--- src/rtl/rock_pkg.sv ---
// Shared lane state type, default geometry and LFSR constants for the rock field mover.
package rock_pkg;

    typedef enum logic [1:0] {
        ST_LOAD    = 2'd0,
        ST_FALL    = 2'd1,
        ST_RESPAWN = 2'd2
    } lane_state_e;

    localparam int unsigned DEF_NUM_ROCKS    = 4;
    localparam int unsigned DEF_COORD_W      = 11;
    localparam int unsigned DEF_Y_LIMIT      = 770;
    localparam int unsigned DEF_Y_WRAP       = 760;
    localparam int unsigned DEF_Y_SPAWN_SPAN = 128;
    localparam int unsigned DEF_X_MIN        = 333;
    localparam int unsigned DEF_X_SPAN       = 512;
    localparam int unsigned DEF_X_HOP        = 248;

    // Galois form, taps 16,14,13,11, shifting right.
    localparam logic [15:0] LFSR_SEED = 16'hACE1;
    localparam logic [15:0] LFSR_TAPS = 16'hB400;

    function automatic logic [15:0] lfsr_next(input logic [15:0] cur);
        return {1'b0, cur[15:1]} ^ (cur[0] ? LFSR_TAPS : 16'h0000);
    endfunction

endpackage

--- src/rtl/rock_field_mover_if.sv ---
// Frame-tick / hit inputs and packed rock coordinate outputs of the rock field mover.
interface rock_field_mover_if
    import rock_pkg::*;
#(
    parameter int unsigned NUM_ROCKS = DEF_NUM_ROCKS,
    parameter int unsigned COORD_W   = DEF_COORD_W
) ();

    logic                           move;
    logic [2:0]                     speed;
    logic [NUM_ROCKS-1:0]           collision;
    logic [NUM_ROCKS-1:0]           planehit;
    logic [NUM_ROCKS*COORD_W-1:0]   init_x;
    logic [NUM_ROCKS*COORD_W-1:0]   init_y;
    logic [NUM_ROCKS*COORD_W-1:0]   ox;
    logic [NUM_ROCKS*COORD_W-1:0]   oy;
    logic [NUM_ROCKS-1:0]           respawned;
    logic [NUM_ROCKS-1:0]           plane_hit_evt;

    modport master (
        output move, speed, collision, planehit, init_x, init_y,
        input  ox, oy, respawned, plane_hit_evt
    );

    modport slave (
        input  move, speed, collision, planehit, init_x, init_y,
        output ox, oy, respawned, plane_hit_evt
    );

endinterface

--- src/rtl/rock_lane.sv ---
// One falling rock: LOAD/FALL/RESPAWN FSM with its x/y registers and event pulses.
module rock_lane
    import rock_pkg::*;
#(
    parameter int unsigned COORD_W      = DEF_COORD_W,
    parameter int unsigned Y_LIMIT      = DEF_Y_LIMIT,
    parameter int unsigned Y_WRAP       = DEF_Y_WRAP,
    parameter int unsigned Y_SPAWN_SPAN = DEF_Y_SPAWN_SPAN,
    parameter int unsigned X_MIN        = DEF_X_MIN
) (
    input  logic               clk,
    input  logic               rst,
    input  logic               move,
    input  logic [2:0]         speed,
    input  logic               collision,
    input  logic               planehit,
    input  logic [COORD_W-1:0] init_x,
    input  logic [COORD_W-1:0] init_y,
    input  logic [COORD_W-1:0] new_x_off,
    output logic [COORD_W-1:0] x,
    output logic [COORD_W-1:0] y,
    output logic               respawned,
    output logic               plane_hit_evt
);

    lane_state_e        state_q, state_d;
    logic [COORD_W-1:0] x_q, x_d;
    logic [COORD_W-1:0] y_q, y_d;
    logic               respawned_q, respawned_d;
    logic               plane_hit_evt_q, plane_hit_evt_d;

    always_ff @(posedge clk) begin
        if (rst) begin
            state_q         <= ST_LOAD;
            x_q             <= init_x;
            y_q             <= init_y;
            respawned_q     <= 1'b0;
            plane_hit_evt_q <= 1'b0;
        end else begin
            state_q         <= state_d;
            x_q             <= x_d;
            y_q             <= y_d;
            respawned_q     <= respawned_d;
            plane_hit_evt_q <= plane_hit_evt_d;
        end
    end

    // Event flags are set on entry so they are high exactly during the RESPAWN cycle.
    always_comb begin
        state_d         = state_q;
        x_d             = x_q;
        y_d             = y_q;
        respawned_d     = 1'b0;
        plane_hit_evt_d = 1'b0;
        case (state_q)
            ST_LOAD: begin
                x_d     = init_x;
                y_d     = init_y;
                state_d = ST_FALL;
            end
            ST_FALL: begin
                if (move) begin
                    y_d = y_q + COORD_W'(speed);
                    if (collision || planehit || (y_q > COORD_W'(Y_LIMIT))) begin
                        state_d         = ST_RESPAWN;
                        respawned_d     = 1'b1;
                        plane_hit_evt_d = planehit;
                    end
                end
            end
            ST_RESPAWN: begin
                y_d     = (y_q - COORD_W'(Y_WRAP)) & COORD_W'(Y_SPAWN_SPAN - 1);
                x_d     = COORD_W'(X_MIN) + new_x_off;
                state_d = ST_FALL;
            end
            default: state_d = ST_LOAD;
        endcase
    end

    assign x             = x_q;
    assign y             = y_q;
    assign respawned     = respawned_q;
    assign plane_hit_evt = plane_hit_evt_q;

endmodule

--- src/rtl/rock_field_mover.sv ---
// NUM_ROCKS independent falling rocks. Define ROCK_LFSR_EN for pseudo-random respawn x,
// otherwise each respawn hops x by X_HOP within the window.
module rock_field_mover
    import rock_pkg::*;
#(
    parameter int unsigned NUM_ROCKS    = DEF_NUM_ROCKS,
    parameter int unsigned COORD_W      = DEF_COORD_W,
    parameter int unsigned Y_LIMIT      = DEF_Y_LIMIT,
    parameter int unsigned Y_WRAP       = DEF_Y_WRAP,
    parameter int unsigned Y_SPAWN_SPAN = DEF_Y_SPAWN_SPAN,
    parameter int unsigned X_MIN        = DEF_X_MIN,
    parameter int unsigned X_SPAN       = DEF_X_SPAN,
    parameter int unsigned X_HOP        = DEF_X_HOP
) (
    input logic               clk,
    input logic               rst,
    rock_field_mover_if.slave bus
);

    if (NUM_ROCKS < 1 || NUM_ROCKS > 16) begin : g_bad_num_rocks
        $error("NUM_ROCKS must be in 1..16");
    end
    if (Y_SPAWN_SPAN == 0 || (Y_SPAWN_SPAN & (Y_SPAWN_SPAN - 1)) != 0) begin : g_bad_y_span
        $error("Y_SPAWN_SPAN must be a power of two");
    end
    if (X_SPAN == 0 || (X_SPAN & (X_SPAN - 1)) != 0) begin : g_bad_x_span
        $error("X_SPAN must be a power of two");
    end

    logic [COORD_W-1:0] x_w [NUM_ROCKS];
    logic [COORD_W-1:0] y_w [NUM_ROCKS];

`ifdef ROCK_LFSR_EN
    logic [15:0] lfsr_q, lfsr_d;

    always_comb lfsr_d = lfsr_next(lfsr_q);

    always_ff @(posedge clk) begin
        if (rst) lfsr_q <= LFSR_SEED;
        else     lfsr_q <= lfsr_d;
    end
`endif

    for (genvar i = 0; i < int'(NUM_ROCKS); i++) begin : g_lane
        logic [COORD_W-1:0] off_c;

`ifdef ROCK_LFSR_EN
        // Per-lane whitening so lanes respawning together land at different x.
        assign off_c = COORD_W'((lfsr_q ^ 16'(i * 32'h9E37)) & 16'(X_SPAN - 1));
`else
        assign off_c = COORD_W'((32'(x_w[i]) + 32'(X_HOP)) & 32'(X_SPAN - 1));
`endif

        rock_lane #(
            .COORD_W      (COORD_W),
            .Y_LIMIT      (Y_LIMIT),
            .Y_WRAP       (Y_WRAP),
            .Y_SPAWN_SPAN (Y_SPAWN_SPAN),
            .X_MIN        (X_MIN)
        ) u_lane (
            .clk           (clk),
            .rst           (rst),
            .move          (bus.move),
            .speed         (bus.speed),
            .collision     (bus.collision[i]),
            .planehit      (bus.planehit[i]),
            .init_x        (bus.init_x[i*COORD_W +: COORD_W]),
            .init_y        (bus.init_y[i*COORD_W +: COORD_W]),
            .new_x_off     (off_c),
            .x             (x_w[i]),
            .y             (y_w[i]),
            .respawned     (bus.respawned[i]),
            .plane_hit_evt (bus.plane_hit_evt[i])
        );

        assign bus.ox[i*COORD_W +: COORD_W] = x_w[i];
        assign bus.oy[i*COORD_W +: COORD_W] = y_w[i];
    end

endmodule

--- src/flat_wrapper.sv ---
// flat-port wrapper written by rule: the top's interface ports become plain ports
module rock_field_mover_flat import rock_pkg::*;
#(
    parameter int unsigned NUM_ROCKS    = DEF_NUM_ROCKS,
    parameter int unsigned COORD_W      = DEF_COORD_W,
    parameter int unsigned Y_LIMIT      = DEF_Y_LIMIT,
    parameter int unsigned Y_WRAP       = DEF_Y_WRAP,
    parameter int unsigned Y_SPAWN_SPAN = DEF_Y_SPAWN_SPAN,
    parameter int unsigned X_MIN        = DEF_X_MIN,
    parameter int unsigned X_SPAN       = DEF_X_SPAN,
    parameter int unsigned X_HOP        = DEF_X_HOP
)
  (clk, rst, bus_move, bus_speed, bus_collision, bus_planehit, bus_init_x, bus_init_y, bus_ox, bus_oy, bus_respawned, bus_plane_hit_evt);
  rock_field_mover_if #(.NUM_ROCKS(NUM_ROCKS), .COORD_W(COORD_W)) bus_i ();
  input logic clk;
  input logic rst;
  input wire logic [$bits(bus_i.move)-1:0] bus_move;
  input wire logic [$bits(bus_i.speed)-1:0] bus_speed;
  input wire logic [$bits(bus_i.collision)-1:0] bus_collision;
  input wire logic [$bits(bus_i.planehit)-1:0] bus_planehit;
  input wire logic [$bits(bus_i.init_x)-1:0] bus_init_x;
  input wire logic [$bits(bus_i.init_y)-1:0] bus_init_y;
  output wire logic [$bits(bus_i.ox)-1:0] bus_ox;
  output wire logic [$bits(bus_i.oy)-1:0] bus_oy;
  output wire logic [$bits(bus_i.respawned)-1:0] bus_respawned;
  output wire logic [$bits(bus_i.plane_hit_evt)-1:0] bus_plane_hit_evt;
  assign bus_i.move = bus_move;
  assign bus_i.speed = bus_speed;
  assign bus_i.collision = bus_collision;
  assign bus_i.planehit = bus_planehit;
  assign bus_i.init_x = bus_init_x;
  assign bus_i.init_y = bus_init_y;
  assign bus_ox = bus_i.ox;
  assign bus_oy = bus_i.oy;
  assign bus_respawned = bus_i.respawned;
  assign bus_plane_hit_evt = bus_i.plane_hit_evt;
  rock_field_mover #(.NUM_ROCKS(NUM_ROCKS), .COORD_W(COORD_W), .Y_LIMIT(Y_LIMIT), .Y_WRAP(Y_WRAP), .Y_SPAWN_SPAN(Y_SPAWN_SPAN), .X_MIN(X_MIN), .X_SPAN(X_SPAN), .X_HOP(X_HOP)) u_core (.clk(clk), .rst(rst), .bus(bus_i));
endmodule
--- config.mk ---
export PLATFORM = sky130hd
export DESIGN_NAME = rock_field_mover_flat
export DESIGN_NICKNAME = d
export VERILOG_FILES = /design/src/rtl/rock_pkg.sv /design/src/rtl/rock_field_mover_if.sv /design/src/rtl/rock_lane.sv /design/src/rtl/rock_field_mover.sv /design/src/flat_wrapper.sv
export SDC_FILE = /design/constraint.sdc
export NUM_CORES = 1
export LEC_CHECK = 0
export ABC_CLOCK_PERIOD_IN_PS = 5350
export CAP_MARGIN = 10
export CORE_AREA = 4 4 125 127
export DETAILED_ROUTE_END_ITERATION = 16
export DIE_AREA = 0 0 129 131
export PLACE_DENSITY = 0.82
export SYNTH_ARGS = -nofsm -noshare
export SYNTH_HDL_FRONTEND = slang
export SYNTH_HIERARCHICAL = 1
export SYNTH_SLANG_ARGS = --single-unit
export TNS_END_PERCENT = 50
--- constraint.sdc ---
create_clock -name clk -period 5.35 [get_ports clk]
set_clock_uncertainty 0.15 [all_clocks]
set_input_delay 0.8025 -clock clk [delete_from_list [all_inputs] [get_ports clk]]
set_output_delay 0.8025 -clock clk [all_outputs]
set_load 0.005 [all_outputs]
* Yosys cells after proc, flatten, opt, wreduce, memory -nomap -nowiden
Cells that the tools add are included.
Storage, ports and cells: word-level logic and storage cells 145, register bits after elaboration 104, output and inout bits 96
Cells by class: $add $sub $neg 16, equal/unequal tests 20, bitwise logic cells 9, mux-type cells 36, $lt $le $gt $ge 4, reduce and logical (&&, ||, !) cells 40
Operators with widths (count):
- two-way mux 11 bit | 12
- case mux 11 bit (3 select lines) | 4
- case mux 11 bit (2 select lines) | 4
- adder 11 x 3 -> 11 bit | 4
- greater-than comparator 11 x 10 -> 1 bit, second input constant | 4
- adder 9 x 9 -> 10 bit, first input constant | 4
- adder 9 x 8 -> 9 bit, second input constant | 4
- subtractor 7 bit, second input constant | 4
- two-way mux 2 bit | 8
- != test 2 bit, second input constant | 8
- case mux 2 bit (2 select lines) | 4
- AND reduction 2 bit | 8
- nonzero test 4 bit | 4
- OR reduction 4 bit | 4
- != test 3 bit, second input constant | 4
- nonzero test 3 bit | 4
- OR reduction 3 bit | 4
- inverter 1 bit | 9
- equality test 2 x 1 -> 1 bit, second input constant | 4
- equality test 2 bit, second input constant | 4
- zero test 2 bit | 4
- logical OR 1 bit | 8
- OR reduction 2 bit | 4
- two-way mux 1 bit | 4

* Longest topological paths before layout
depth in word-level cells 5, gate-level depth with buffers 8, depth with buffers taken out 8

* By module
The synthesis kept the hierarchy.
Modules (own cells, without submodules):
- rock_lane at u_core.g_lane[0].u_lane ... | cells an instance 171, times used 3, area each 1702.9 µm²
- rock_lane at u_core.g_lane[1].u_lane | cells an instance 167, times used 1, area each 1720.4 µm²
- rock_field_mover | cells an instance 50, times used 1, area each 331.6 µm²

* Worst setup path after synthesis
No wires, ideal clock.
path type input port to flip-flop, start point in bus_speed[0], end point reg u_core.g_lane[1].u_lane.y_q[10] (data pin), stages 6, buffers on the path 0, required time 4942 ps, path slack 2992 ps, arrival 1950 ps, path through ha_1 -> fa_1 -> a21oi_2 -> nor4b_4 -> xnor2_1 -> o21ai_2
Between the ends: word-level cells in the longest chain between the ends 4
Ends and longest elaborated chain:
- start, declared | RTL line flat_wrapper.sv:18 | input wire logic [$bits(bus_i.speed)-1:0] bus_speed;
- adder 11 x 3 -> 11 bit | RTL line rock_lane.sv:63 | y_d = y_q + COORD_W'(speed);
- two-way mux 11 bit | RTL line rock_lane.sv:62 | if (move) begin
- case mux 11 bit (3 select lines) | RTL line rock_lane.sv:55 | case (state_q)
- two-way mux 11 bit | RTL line rock_lane.sv:33 | if (rst) begin
- end signal, assigned | RTL line rock_lane.sv:36 | y_q <= init_y;
- end signal, assigned | RTL line rock_lane.sv:42 | y_q <= y_d;
- end, declared | RTL line rock_lane.sv:28 | logic [COORD_W-1:0] y_q, y_d;
Every way passes these cells. The select of a mux whose other input is x is not followed. A chain may end at the register's enable or synchronous reset.

* Final worst setup path
start point in bus_move, end point reg u_core.g_lane[1].u_lane.y_q[1] (enable)
Between the ends: word-level cells in the longest chain between the ends 2
Ends and longest elaborated chain:
- start, declared | RTL line flat_wrapper.sv:17 | input wire logic [$bits(bus_i.move)-1:0] bus_move;
- != test 3 bit (no line)
- AND reduction 2 bit (no line)
Every way passes these cells.

==> run metrics <==
highest clock rate=0.3363 GHz; Cell Count Post-Placement=1113; postcts setup bufs=0; worst rel slew slack=0.4353; VDD IR max=0.0001534 V; Final HPWL DP=14.85 mm; Synth area leader=edfxtp_1; Die H=131 µm; worst reg2reg setup slack=2.91 ns; Setup Crit Path Kind=in -> reg; Max Cap Violations=0; drt wl/cell=17.25 µm; final core utilization=0.6701; CP max stage cell=clkdlybuf4s50_1; HP Class=reg -> reg; remaining global-route overflow=0; area occupied by multi-input gates=4024 µm²; DP Area=9343 µm²; Leak Pwr=3.746 nW; drc violations=0; DIE AREA=16900 µm²; Clk Latency, worst-skew pair=0.34 ns; hold buffer count at cts=0; outcome=complete, no violations; top cells by area, synth=edfxtp_1 37%, ha_1 7.0%, xnor2_1 5.9%, nand2_1 4.9%, dfxtp_1 4.5%; clk buf depth=2; Synth async-reset ratio=0; Min Clock Period, post-route=2.974 ns; unrepaired setup endpoints after global routing=no; final hold vios=0; Placer Congestion=0.9027; PwrDens=336.9 nW/µm²; Worst Slack Setup Final=2.376 ns; crit-path cells=clkdlybuf4s50_1, nor2b_1, o21bai_1, and2_1; EDFF count, synth=88; pre-CTS setup slack=2.016 ns; setup violation total in the final timing report=0; WL final=19.48 mm; Main synth FF type=edfxtp_1; startpoint types=input pin; Horiz. Die Dim=129 µm; Worst path max stage delay=0.90 ns; area delta synth->final=34.98%; worst hold slack=0.3689 ns; synth unique cells=57; most common cell in the netlist=nand2_1; CTS tree=yes; n_diodes=0; Worst-Margin Slew=0.8453 ns; Resize count post-CTS=0; CTS Sinks=104; Mapped Cells=730; nets=1086; Worst Setup End Kind=flop; Tot Pwr=3.256 mW; Design Area, Final=9666 µm²; top-area cell type share of the netlist area=0.3690; synthesized area=7161 µm²; count of standard-cell rows=44; number of synthesized register bits=104; Critical Path Fanout Max=9; Initial Util=0.4964; Seq/Total Area, Yosys=0.4138; port bufs=197; Fillers=1153; cts bufs inserted=9; Synth Warn #=6; Vias/cell=5.585; Slew Viols, Final=0; Antenna Nets Post-Route=0; Root Driver=clkbuf_16; core area=14420 µm²; largest net degree at the start of global routing=30; Tot GR Track Use=0.2276; 1st-pass router iterations=4; number of global-route vias before repair=6233; Register Area=2963 µm²; layout cells sized above 1=0.06878; initial antenna violation count=1; top cells by count, synth=93 x nand2_1, 88 x edfxtp_1, 48 x xnor2_1; period utilisation layout=0.5558; io pins=198; Worst EP arrival=2.86 ns; required time of the worst setup path=5.24 ns; detailed-route via count=6306; final cell count without fillers=1129; CTS clk-pin slew, worst paths=0.07 ns; Syn Area/Cell=9.809 µm²; Max H-tree Level=3; initial DRC count=383; first-pass GRT wire length=30.91 mm; setup total negative slack=0 ns
-- worst max-delay path: cells and delay by family --
kind | cells | cell delay [ns]
buffers and inverters | 1 | 0.90
AND/OR/NAND/NOR | 2 | 0.45
AO/OA/AOI/OAI | 1 | 0.71
-- state kept, by name, indices dropped and copies added (netlist names) --
| signal | count |
|---|---|
| u_core/g_lane.u_lane/respawned | 4 |
| u_core/g_lane.u_lane/plane_hit_evt | 4 |
| u_core/g_lane.u_lane/y | 44 |
| u_core/g_lane.u_lane/x | 44 |
| u_core/g_lane.u_lane/state_q | 8 |
-- worst paths after layout --
| check | startpoint | to | cells after the start |
|---|---|---|---|
| worst min register to register | u_core/g_lane[0].u_lane/state_q[1]$_SDFFE_PP0P_ | u_core/g_lane[0].u_lane/state_q[1]$_SDFFE_PP0P_ | 2 |
| worst max-delay path | bus_move | u_core/g_lane[1].u_lane/y[1]$_DFFE_PP_ | 4 |
| worst min-delay path | u_core/g_lane[0].u_lane/state_q[1]$_SDFFE_PP0P_ | u_core/g_lane[0].u_lane/state_q[1]$_SDFFE_PP0P_ | 2 |
| worst max register to register | u_core/g_lane[0].u_lane/x[3]$_DFFE_PP_ | u_core/g_lane[0].u_lane/x[9]$_DFFE_PP_ | 8 |
-- cell usage in the layout (no fill, tap or decap), types with 6 or more instances in the layout --
master and count:
a211oi_1 6, a21o_1 8, a21oi_1 28, a21oi_2 9
a22o_1 11, and3_1 10, clkbuf_16 11, clkdlybuf4s50_1 197
conb_1 20, dfxtp_1 16, edfxtp_1 88, ha_1 40
inv_1 39, mux2_2 8, nand2_1 93, nand2b_1 16
nand3_1 20, nand4_1 8, nor2_1 34, nor2b_1 12
nor3_1 24, nor4_1 8, o21ai_0 41, o21ai_1 31
o21ai_2 7, o31ai_1 6, xnor2_1 48, xor2_1 26
-- layout make-up --
cell class / instances / share of cell area
clock buffers: 14 / 0.03172
clock inverters: 2 / 0.001683
inverters: 39 / 0.01515
multi-input cells: 588 / 0.4163
flip-flops and latches: 104 / 0.3065
well taps: 184 / 0.02382
repair buffers: 198 / 0.2048
-- layer usage --
layer	global-route usage	up-vias	share of wire	wire (µm)
li1	-	3063	-	-
met1	0.3062	2959	0.43	8409
met2	0.3747	249	0.48	9434
met3	0.04065	33	0.065	1259
met4	0.07412	2	0.018	359
met5	0	-	0.00067	13
-- report_power, final --
group	internal (mW)	leakage, nW	switching, mW	total, mW
combinational	0.637	2.54	0.644	1.28
sequential	1.08	1.05	0.203	1.28
clock	0.399	0.155	0.294	0.693
total	2.12	3.75	1.14	3.26
-- cell families (layout without fill, tap and decap cells) --
family	count (synthesis)	count (layout)	synth area share
other	1	20	0.0005237
DFF	104	104	0.4138
muxes	8	8	0.01258
buffers and inverters	57	253	0.03425
adders and majority gates	44	44	0.08108
xor gates and xnor gates	74	74	0.09051
and+or+nand+nor	248	248	0.1754
AOI/OAI and AO/OA	194	194	0.1919
Power figures use the tool's default switching activity.
